<file path="config.mk">
export PLATFORM = sky130hd
export DESIGN_NAME = pipelined_ripple_adder_flat
export DESIGN_NICKNAME = d
export VERILOG_FILES = /design/src/rtl/pipelined_ripple_adder_if.sv /design/src/rtl/pipelined_ripple_adder.sv /design/src/flat_wrapper.sv
export SDC_FILE = /design/constraint.sdc
export NUM_CORES = 1
export LEC_CHECK = 0
export BUFFER_PORTS_ARGS = -buffer_cell sky130_fd_sc_hd__buf_2
export CORE_ASPECT_RATIO = 0.8
export CORE_MARGIN = 2
export CORE_UTILIZATION = 55
export CTS_CLUSTER_SIZE = 40
export DETAILED_ROUTE_END_ITERATION = 8
export PLACE_DENSITY_LB_ADDON = 0.05
export SLEW_MARGIN = 20
export SYNTH_ARGS = -nofsm -noshare
export SYNTH_HDL_FRONTEND = slang
export SYNTH_SLANG_ARGS = --single-unit
</file>
<file path="constraint.sdc">
create_clock -name clk -period 8.15 [get_ports clk]
set_input_delay 0.815 -clock clk [delete_from_list [all_inputs] [get_ports clk]]
set_output_delay 0.815 -clock clk [all_outputs]
set_load 0.01 [all_outputs]
</file>
<file path="src/rtl/pipelined_ripple_adder_if.sv">
// Handshake and operand/result bundle for the segmented add/subtract pipeline.
// The unit is the slave; its producer/consumer side is the master.
interface pipelined_ripple_adder_if #(
  parameter int unsigned WIDTH = 16
) ();
  logic             in_valid;
  logic             in_ready;
  logic [WIDTH-1:0] A1;
  logic [WIDTH-1:0] B1;
  logic             CI;
  logic             SUB;
  logic             out_valid;
  logic             out_ready;
  logic [WIDTH-1:0] S1;
  logic             CO;
  logic             OV;

  modport slave (
    input  in_valid, A1, B1, CI, SUB, out_ready,
    output in_ready, out_valid, S1, CO, OV
  );

  modport master (
    output in_valid, A1, B1, CI, SUB, out_ready,
    input  in_ready, out_valid, S1, CO, OV
  );
endinterface

</file>
<file path="src/rtl/pipelined_ripple_adder.sv">
// WIDTH-bit add/subtract built from SEG-bit ripple segments, one register stage per
// segment with the carry registered in between; valid/ready handshake with backpressure.
module pipelined_ripple_adder #(
  parameter int unsigned WIDTH = 16,
  parameter int unsigned SEG   = 4
) (
  input  logic                    clk,
  input  logic                    rst,
  pipelined_ripple_adder_if.slave adder_io
);
  localparam int unsigned STAGES = WIDTH / SEG;

  // word_q[k]: bits below (k+1)*SEG are finished sum, bits above are still operand A
  logic [WIDTH-1:0]  word_q [STAGES];
  logic [WIDTH-1:0]  word_d [STAGES];
  logic [WIDTH-1:0]  opb_q  [STAGES];
  logic [WIDTH-1:0]  opb_d  [STAGES];
  logic [WIDTH-1:0]  stg_a  [STAGES];
  logic [WIDTH-1:0]  stg_b  [STAGES];
  logic [STAGES-1:0] stg_c;
  logic [STAGES-1:0] stg_v;
  logic [STAGES-1:0] carry_q;
  logic [STAGES-1:0] carry_d;
  logic [STAGES-1:0] valid_q;
  logic [STAGES-1:0] valid_d;
  logic              ov_q;
  logic              ov_d;
  logic              stall;

  assign stall = valid_q[STAGES-1] && !adder_io.out_ready;

  // Stage inputs: operand prep for stage 0, previous stage registers otherwise
  always_comb begin
    stg_c = '0;
    stg_v = '0;
    for (int unsigned k = 0; k < STAGES; k++) begin
      stg_a[k] = '0;
      stg_b[k] = '0;
    end
    stg_a[0] = adder_io.A1;
    stg_b[0] = adder_io.SUB ? ~adder_io.B1 : adder_io.B1;
    stg_c[0] = adder_io.SUB ^ adder_io.CI;
    stg_v[0] = adder_io.in_valid;
    for (int unsigned k = 1; k < STAGES; k++) begin
      stg_a[k] = word_q[k-1];
      stg_b[k] = opb_q[k-1];
      stg_c[k] = carry_q[k-1];
      stg_v[k] = valid_q[k-1];
    end
  end

  // Full-adder ripple across each stage's own segment
  always_comb begin
    logic c;
    logic c_msb;
    logic a_b;
    logic b_b;
    c       = 1'b0;
    c_msb   = 1'b0;
    a_b     = 1'b0;
    b_b     = 1'b0;
    carry_d = '0;
    valid_d = stg_v;
    ov_d    = 1'b0;
    for (int unsigned k = 0; k < STAGES; k++) begin
      word_d[k] = stg_a[k];
      opb_d[k]  = stg_b[k];
      c         = stg_c[k];
      for (int unsigned i = 0; i < SEG; i++) begin
        a_b = stg_a[k][k*SEG+i];
        b_b = stg_b[k][k*SEG+i];
        if (k*SEG+i == WIDTH-1) c_msb = c;
        word_d[k][k*SEG+i] = a_b ^ b_b ^ c;
        c = (a_b & b_b) | (c & (a_b ^ b_b));
      end
      carry_d[k] = c;
    end
    ov_d = c_msb ^ carry_d[STAGES-1];
  end

  // Whole pipe freezes on stall; a stage's data loads only with a valid op so outputs hold over bubbles
  always_ff @(posedge clk) begin
    if (rst) begin
      for (int unsigned k = 0; k < STAGES; k++) begin
        word_q[k] <= '0;
        opb_q[k]  <= '0;
      end
      carry_q <= '0;
      valid_q <= '0;
      ov_q    <= 1'b0;
    end else if (!stall) begin
      valid_q <= valid_d;
      for (int unsigned k = 0; k < STAGES; k++) begin
        if (valid_d[k]) begin
          word_q[k]  <= word_d[k];
          opb_q[k]   <= opb_d[k];
          carry_q[k] <= carry_d[k];
        end
      end
      if (valid_d[STAGES-1]) ov_q <= ov_d;
    end
  end

  assign adder_io.in_ready  = !stall;
  assign adder_io.out_valid = valid_q[STAGES-1];
  assign adder_io.S1        = word_q[STAGES-1];
  assign adder_io.CO        = carry_q[STAGES-1];
  assign adder_io.OV        = ov_q;

endmodule
</file>
<file path="src/flat_wrapper.sv">
// flat-port wrapper written by rule: the top's interface ports become plain ports
module pipelined_ripple_adder_flat 
#(
  parameter int unsigned WIDTH = 16,
  parameter int unsigned SEG   = 4
)
  (clk, rst, adder_io_in_valid, adder_io_A1, adder_io_B1, adder_io_CI, adder_io_SUB, adder_io_out_ready, adder_io_in_ready, adder_io_out_valid, adder_io_S1, adder_io_CO, adder_io_OV);
  pipelined_ripple_adder_if #(.WIDTH(WIDTH)) adder_io_i ();
  input  logic clk;
  input  logic rst;
  input wire logic [$bits(adder_io_i.in_valid)-1:0] adder_io_in_valid;
  input wire logic [$bits(adder_io_i.A1)-1:0] adder_io_A1;
  input wire logic [$bits(adder_io_i.B1)-1:0] adder_io_B1;
  input wire logic [$bits(adder_io_i.CI)-1:0] adder_io_CI;
  input wire logic [$bits(adder_io_i.SUB)-1:0] adder_io_SUB;
  input wire logic [$bits(adder_io_i.out_ready)-1:0] adder_io_out_ready;
  output wire logic [$bits(adder_io_i.in_ready)-1:0] adder_io_in_ready;
  output wire logic [$bits(adder_io_i.out_valid)-1:0] adder_io_out_valid;
  output wire logic [$bits(adder_io_i.S1)-1:0] adder_io_S1;
  output wire logic [$bits(adder_io_i.CO)-1:0] adder_io_CO;
  output wire logic [$bits(adder_io_i.OV)-1:0] adder_io_OV;
  assign adder_io_i.in_valid = adder_io_in_valid;
  assign adder_io_i.A1 = adder_io_A1;
  assign adder_io_i.B1 = adder_io_B1;
  assign adder_io_i.CI = adder_io_CI;
  assign adder_io_i.SUB = adder_io_SUB;
  assign adder_io_i.out_ready = adder_io_out_ready;
  assign adder_io_in_ready = adder_io_i.in_ready;
  assign adder_io_out_valid = adder_io_i.out_valid;
  assign adder_io_S1 = adder_io_i.S1;
  assign adder_io_CO = adder_io_i.CO;
  assign adder_io_OV = adder_io_i.OV;
  pipelined_ripple_adder #(.WIDTH(WIDTH), .SEG(SEG)) u_core (.clk(clk), .rst(rst), .adder_io(adder_io_i));
endmodule
</file>
Yosys cells after proc, flatten, opt, wreduce, memory -nomap -nowiden
Memory sizes are Yosys's and may differ from the RTL's.
Index checks and enable logic that the tools add are counted.
{ "classes": {"n_mux": 27, "bitwise_logic": 92, "n_reduce_logical": 7} }
{ "op_table": {"columns": ["cell", "n"], "rows": [
  ["two-way mux 16 bit", 9],
  ["bitwise XOR 1 bit", 34],
  ["bitwise AND 1 bit", 32],
  ["OR 1 bit", 24],
  ["two-way mux 1 bit", 18],
  ["inverter 16 bit", 1],
  ["AND reduction 2 bit", 4],
  ["zero test 1 bit", 2],
  ["logical AND 1 bit", 1],
  ["inverter 1 bit", 1]
]} }
{ "totals": {"regBits": 9, "ramBits": 128, "input_bits": 38, "out_inout_bits": 20, "word_cells": 134, "memories": 2} }
{ "memory_table": {"columns": ["memory", "depth", "width", "rd", "rd_clocked_by_memory_dff", "wr", "line", "source"], "rows": [
  ["u_core.opb_q", 4, 16, 3, 0, 4, "pipelined_ripple_adder.sv:16", "logic [WIDTH-1:0] opb_q [STAGES];"],
  ["u_core.word_q", 4, 16, 4, 0, 4, "pipelined_ripple_adder.sv:14", "logic [WIDTH-1:0] word_q [STAGES];"]
]} }

Depth between registers and ports, before layout
{ "depth": {"depth_word": 11, "mapped_depth": 10, "mapped_depth_nobuf": 10} }

Worst setup path before layout
Ideal clock, no wire load.
{ "synth_timing": {"kind": "input port to flip-flop", "start": "in adder_io_SUB", "end": "mem u_core.word_q[0][3], data pin", "setup_ns": 0.255, "t_arrival_ns": 3.049, "t_required_ns": 7.895, "setup_slack_ns": 4.847, "cell_stages": 9, "path_buffers": 2, "cell_sequence": "buf_2 -> buf_4 -> xnor2_1 -> fa_1 -> fa_1 -> fa_1 -> inv_1 -> fa_1 -> and2_1"} }
{ "synth_lines": {"columns": ["element", "line", "source"], "rows": [
  ["start: declaration", "flat_wrapper.sv:15", "input wire logic [$bits(adder_io_i.SUB)-1:0] adder_io_SUB;"],
  ["end: declaration", "pipelined_ripple_adder.sv:14", null]
]} }

==> metrics.yaml <==
pwr:
  peakVddDrop_mv: 0.111
  power_mw: 0.954
  combPwrFrac_pct: 8.1
  sw_frac_of_total_pct: 21.7
  power_frac_seq_pct: 61.2
  p_per_area_nw_per_um2: 201
  clock_power_share_pct: 30.7
  p_sw_mw: 0.207
  cellLeakagePower_nw: 1.92
  p_int_mw: 0.747
yosys:
  synthTopCellsByArea: "edfxtp_1, and2_1, fa_1"
  yosysWarnings: 0
  ys_types: 26
  synth_top_area_share_pct: 62.4
  synth_top_area_cell: "edfxtp_1"
  ys_top_cells_by_count: "edfxtp_1, and2_1, inv_1, xnor2_1"
  yosys_register_bits: 97
  yosys.cell_count.top_type: "edfxtp_1"
  synth.net_count: 340
  synth_seq_area_share_pct: 66.6
  synthArstFlopShare_pct: 0
  synth_area_per_cell_sq_um: 14.8
  synth-edff-count: 88
  synth_flop_cell: "edfxtp_1"
  syn_inst: 286
  syn_area_sq_um: 4240
final_layout:
  ff_latch_area_sq_um: 2820
  multi_input_area_sq_um: 1220
  diodes: 0
  drive_gt1_share_pct: 23.1
  syn_to_final_growth_pct: 12.1
  fillerInstances: 582
  finalInstanceArea_sq_um: 4750
  nets: 395
  stdcell_count: 451
clock_network:
  cts-htree-levels: 3
  clkSinkCount: 97
  clock_latency_ns: 0.35
  cts_root_buf: "clkbuf_8"
  post_cts_buffers: 0
  ctsHoldBuffers: 0
  cts_made_buffers: 9
  clk_pin_slew_worst_paths_ns: 0.08
  cts_tree: "built"
  cts_resized: 0
  clockBufferDepth: 2
placement:
  dp_hpwl_microns: 3950
  dpl.cell_count: 435
  gp_congestion: 0.758
  portBuffers: 57
  place_area_sq_um: 4560
drt:
  drc: 0
  drtAntennaViolNets: 0
  vias: 2075
  viasPerCell: 4.60
  drt_iter0_drc: 48
  wl_microns: 5510
  firstDrtPassIters: 4
  wl_per_cell_microns: 12.2
floorplan:
  fp.dieW_microns: 102
  core_area_sq_um: 7430
  die-area_sq_um: 8420
  num_rows: 28
  ios: 58
  die_h_microns: 82.5
  start_util_pct: 57.0
sta:
  setup_violations: 0
  setup_tns_ns: 0
  post-route-min-period_ns: 3.05
  relSlewSlack_pct: 39.5
  hold_viol: 0
  fmax_ghz: 0.328
  fin_worst_skew_ns: 0.00675
  period_share_pct: 37.4
  rsz0062_at_grt: "false"
  worstMarginPinSlew_ns: 0.908
  whs_ns: 0.493
  maxSlewViolCount: 0
worst_setup_path:
  setup.worst_path.end: "u_core.word_q[0][3]$_SDFFCE_PN0P_"
  r2r_slack_ns: 5.67
  cp.arrival_ns: 3.16
  critical_path_required_ns: 8.27
  r2r-end: "u_core.word_q[0][63]$_SDFFCE_PN0P_"
  cp_max_fo: 17
  critPathCaptureType: "register"
  r2r_start: "u_core.word_q[0][44]$_SDFFCE_PN0P_"
  r2r_cells: 8
  path_class: "in -> reg"
  crit_path_start: "adder_io_SUB"
  crit_path_start_kind: "input pin"
global_route:
  grt_max_degree: 29
  antenna_found_initial: 0
  grt_pass1_vias: 1964
  grt_util_all_layers_pct: 14.8
  overflow: 0
  grt_pass1_wl_microns: 9050
min_path:
  hold_class: "reg -> reg"
job:
  drv_cap: 0
status:
  outcome: "finished clean"
==> worst max-delay path, stage by stage <==
cell     delay [ns]
buf_2          0.38
xnor2_1        0.15
fa_1           0.42
fa_1           0.40
fa_1           0.36
inv_1          0.08
fa_1           0.41
and2_1         0.14
==> layout by cell type (no fill, tap or decap) <==
cell type,netlist,final
a21o_1,8,7
a21o_2,0,1
a21oi_1,6,6
a311oi_1,3,3
and2_1,67,67
buf_2,3,57
bufinv_16,0,1
clkbuf_8,0,9
clkinv_1,0,1
clkinv_2,0,4
clkinvlp_4,0,1
dfxtp_1,9,9
edfxtp_1,88,88
fa_1,16,16
inv_1,26,26
inv_4,1,1
nand3_1,2,2
nand3b_2,1,1
nor2_1,16,16
nor2b_1,4,4
nor2b_4,1,1
nor3_4,1,1
nor3b_2,1,1
nor3b_4,2,2
nor4_1,2,2
o21ai_0,1,1
xnor2_1,17,17
xor2_1,1,1
==> through the flow <==
stage / worst slack (ns) / util, %
final: 5.10 / 63.9
after global routing: 5.01 / 63.9
after CTS: 5.11 / 63.9
after detailed placement: 4.71 / 61.4
after global placement: 4.78 / 61.4
after floorplan: 4.85 / -
==> flip-flops by register name, indices dropped and copies added, names as in the netlist <==
| signal | cells |
|---|---|
| u_core.word_q | 64 |
| u_core.adder_io.OV | 1 |
| u_core.valid_q | 4 |
| u_core.opb_q | 24 |
| u_core.carry_q | 4 |
==> per-layer routing <==
layer  GRT usage [%]  vias to the layer above  share of wire [%]
li1                -                     1065                  -
met1            18.7                      934                 47
met2            23.6                       68                 45
met3            5.64                        8                6.7
met4            5.20                        0                1.2
met5               0                        -                  0
==> power groups by stage <==
stage          Sequential [mW]  Clock [mW]  Combinational [mW]
4_1_cts                  0.584       0.300              0.0794
5_1_grt                  0.587       0.317              0.0881
6_report                 0.583       0.293              0.0774
3_5_place_dp             0.595           0              0.0792
2_1_floorplan            0.595           0              0.0514
3_3_place_gp             0.594           0              0.0762
==> layout make-up <==
| cell class | instances | area share [%] |
|---|---|---|
| Sequential cell | 97 | 59.5 |
| Multi-Input combinational cell | 149 | 25.7 |
| Timing Repair Buffer | 57 | 6.01 |
| Tap cell | 105 | 2.77 |
| Clock buffer | 9 | 2.61 |
| Inverter | 27 | 2.19 |
| Clock inverter | 7 | 1.29 |
==> kinds of logic after synthesis <==
family | share of synthesized area (%)
buffers and inverters | 4.61
AOI/OAI and AO/OA | 2.87
xor gates and xnor gates | 3.72
adders and majority gates | 7.56
and+or+nand+nor | 14.6
DFF | 66.6
==> how the worst min path moves through the flow <==
stage | startpoint | to | slack [ns] | cells past startpoint
2_1_floorplan | u_core.valid_q[1]$_SDFFE_PP0N_ | u_core.valid_q[1]$_SDFFE_PP0N_ | 0.48 | 1
3_3_place_gp | u_core.adder_io.OV$_SDFFE_PP0P_ | u_core.adder_io.OV$_SDFFE_PP0P_ | 0.46 | 2
3_5_place_dp | u_core.adder_io.OV$_SDFFE_PP0P_ | u_core.adder_io.OV$_SDFFE_PP0P_ | 0.49 | 2
4_1_cts | u_core.adder_io.OV$_SDFFE_PP0P_ | u_core.adder_io.OV$_SDFFE_PP0P_ | 0.50 | 2
5_1_grt | u_core.adder_io.OV$_SDFFE_PP0P_ | u_core.adder_io.OV$_SDFFE_PP0P_ | 0.51 | 2
6_report | u_core.adder_io.OV$_SDFFE_PP0P_ | u_core.adder_io.OV$_SDFFE_PP0P_ | 0.49 | 2
(Power assumes the default switching activity.)
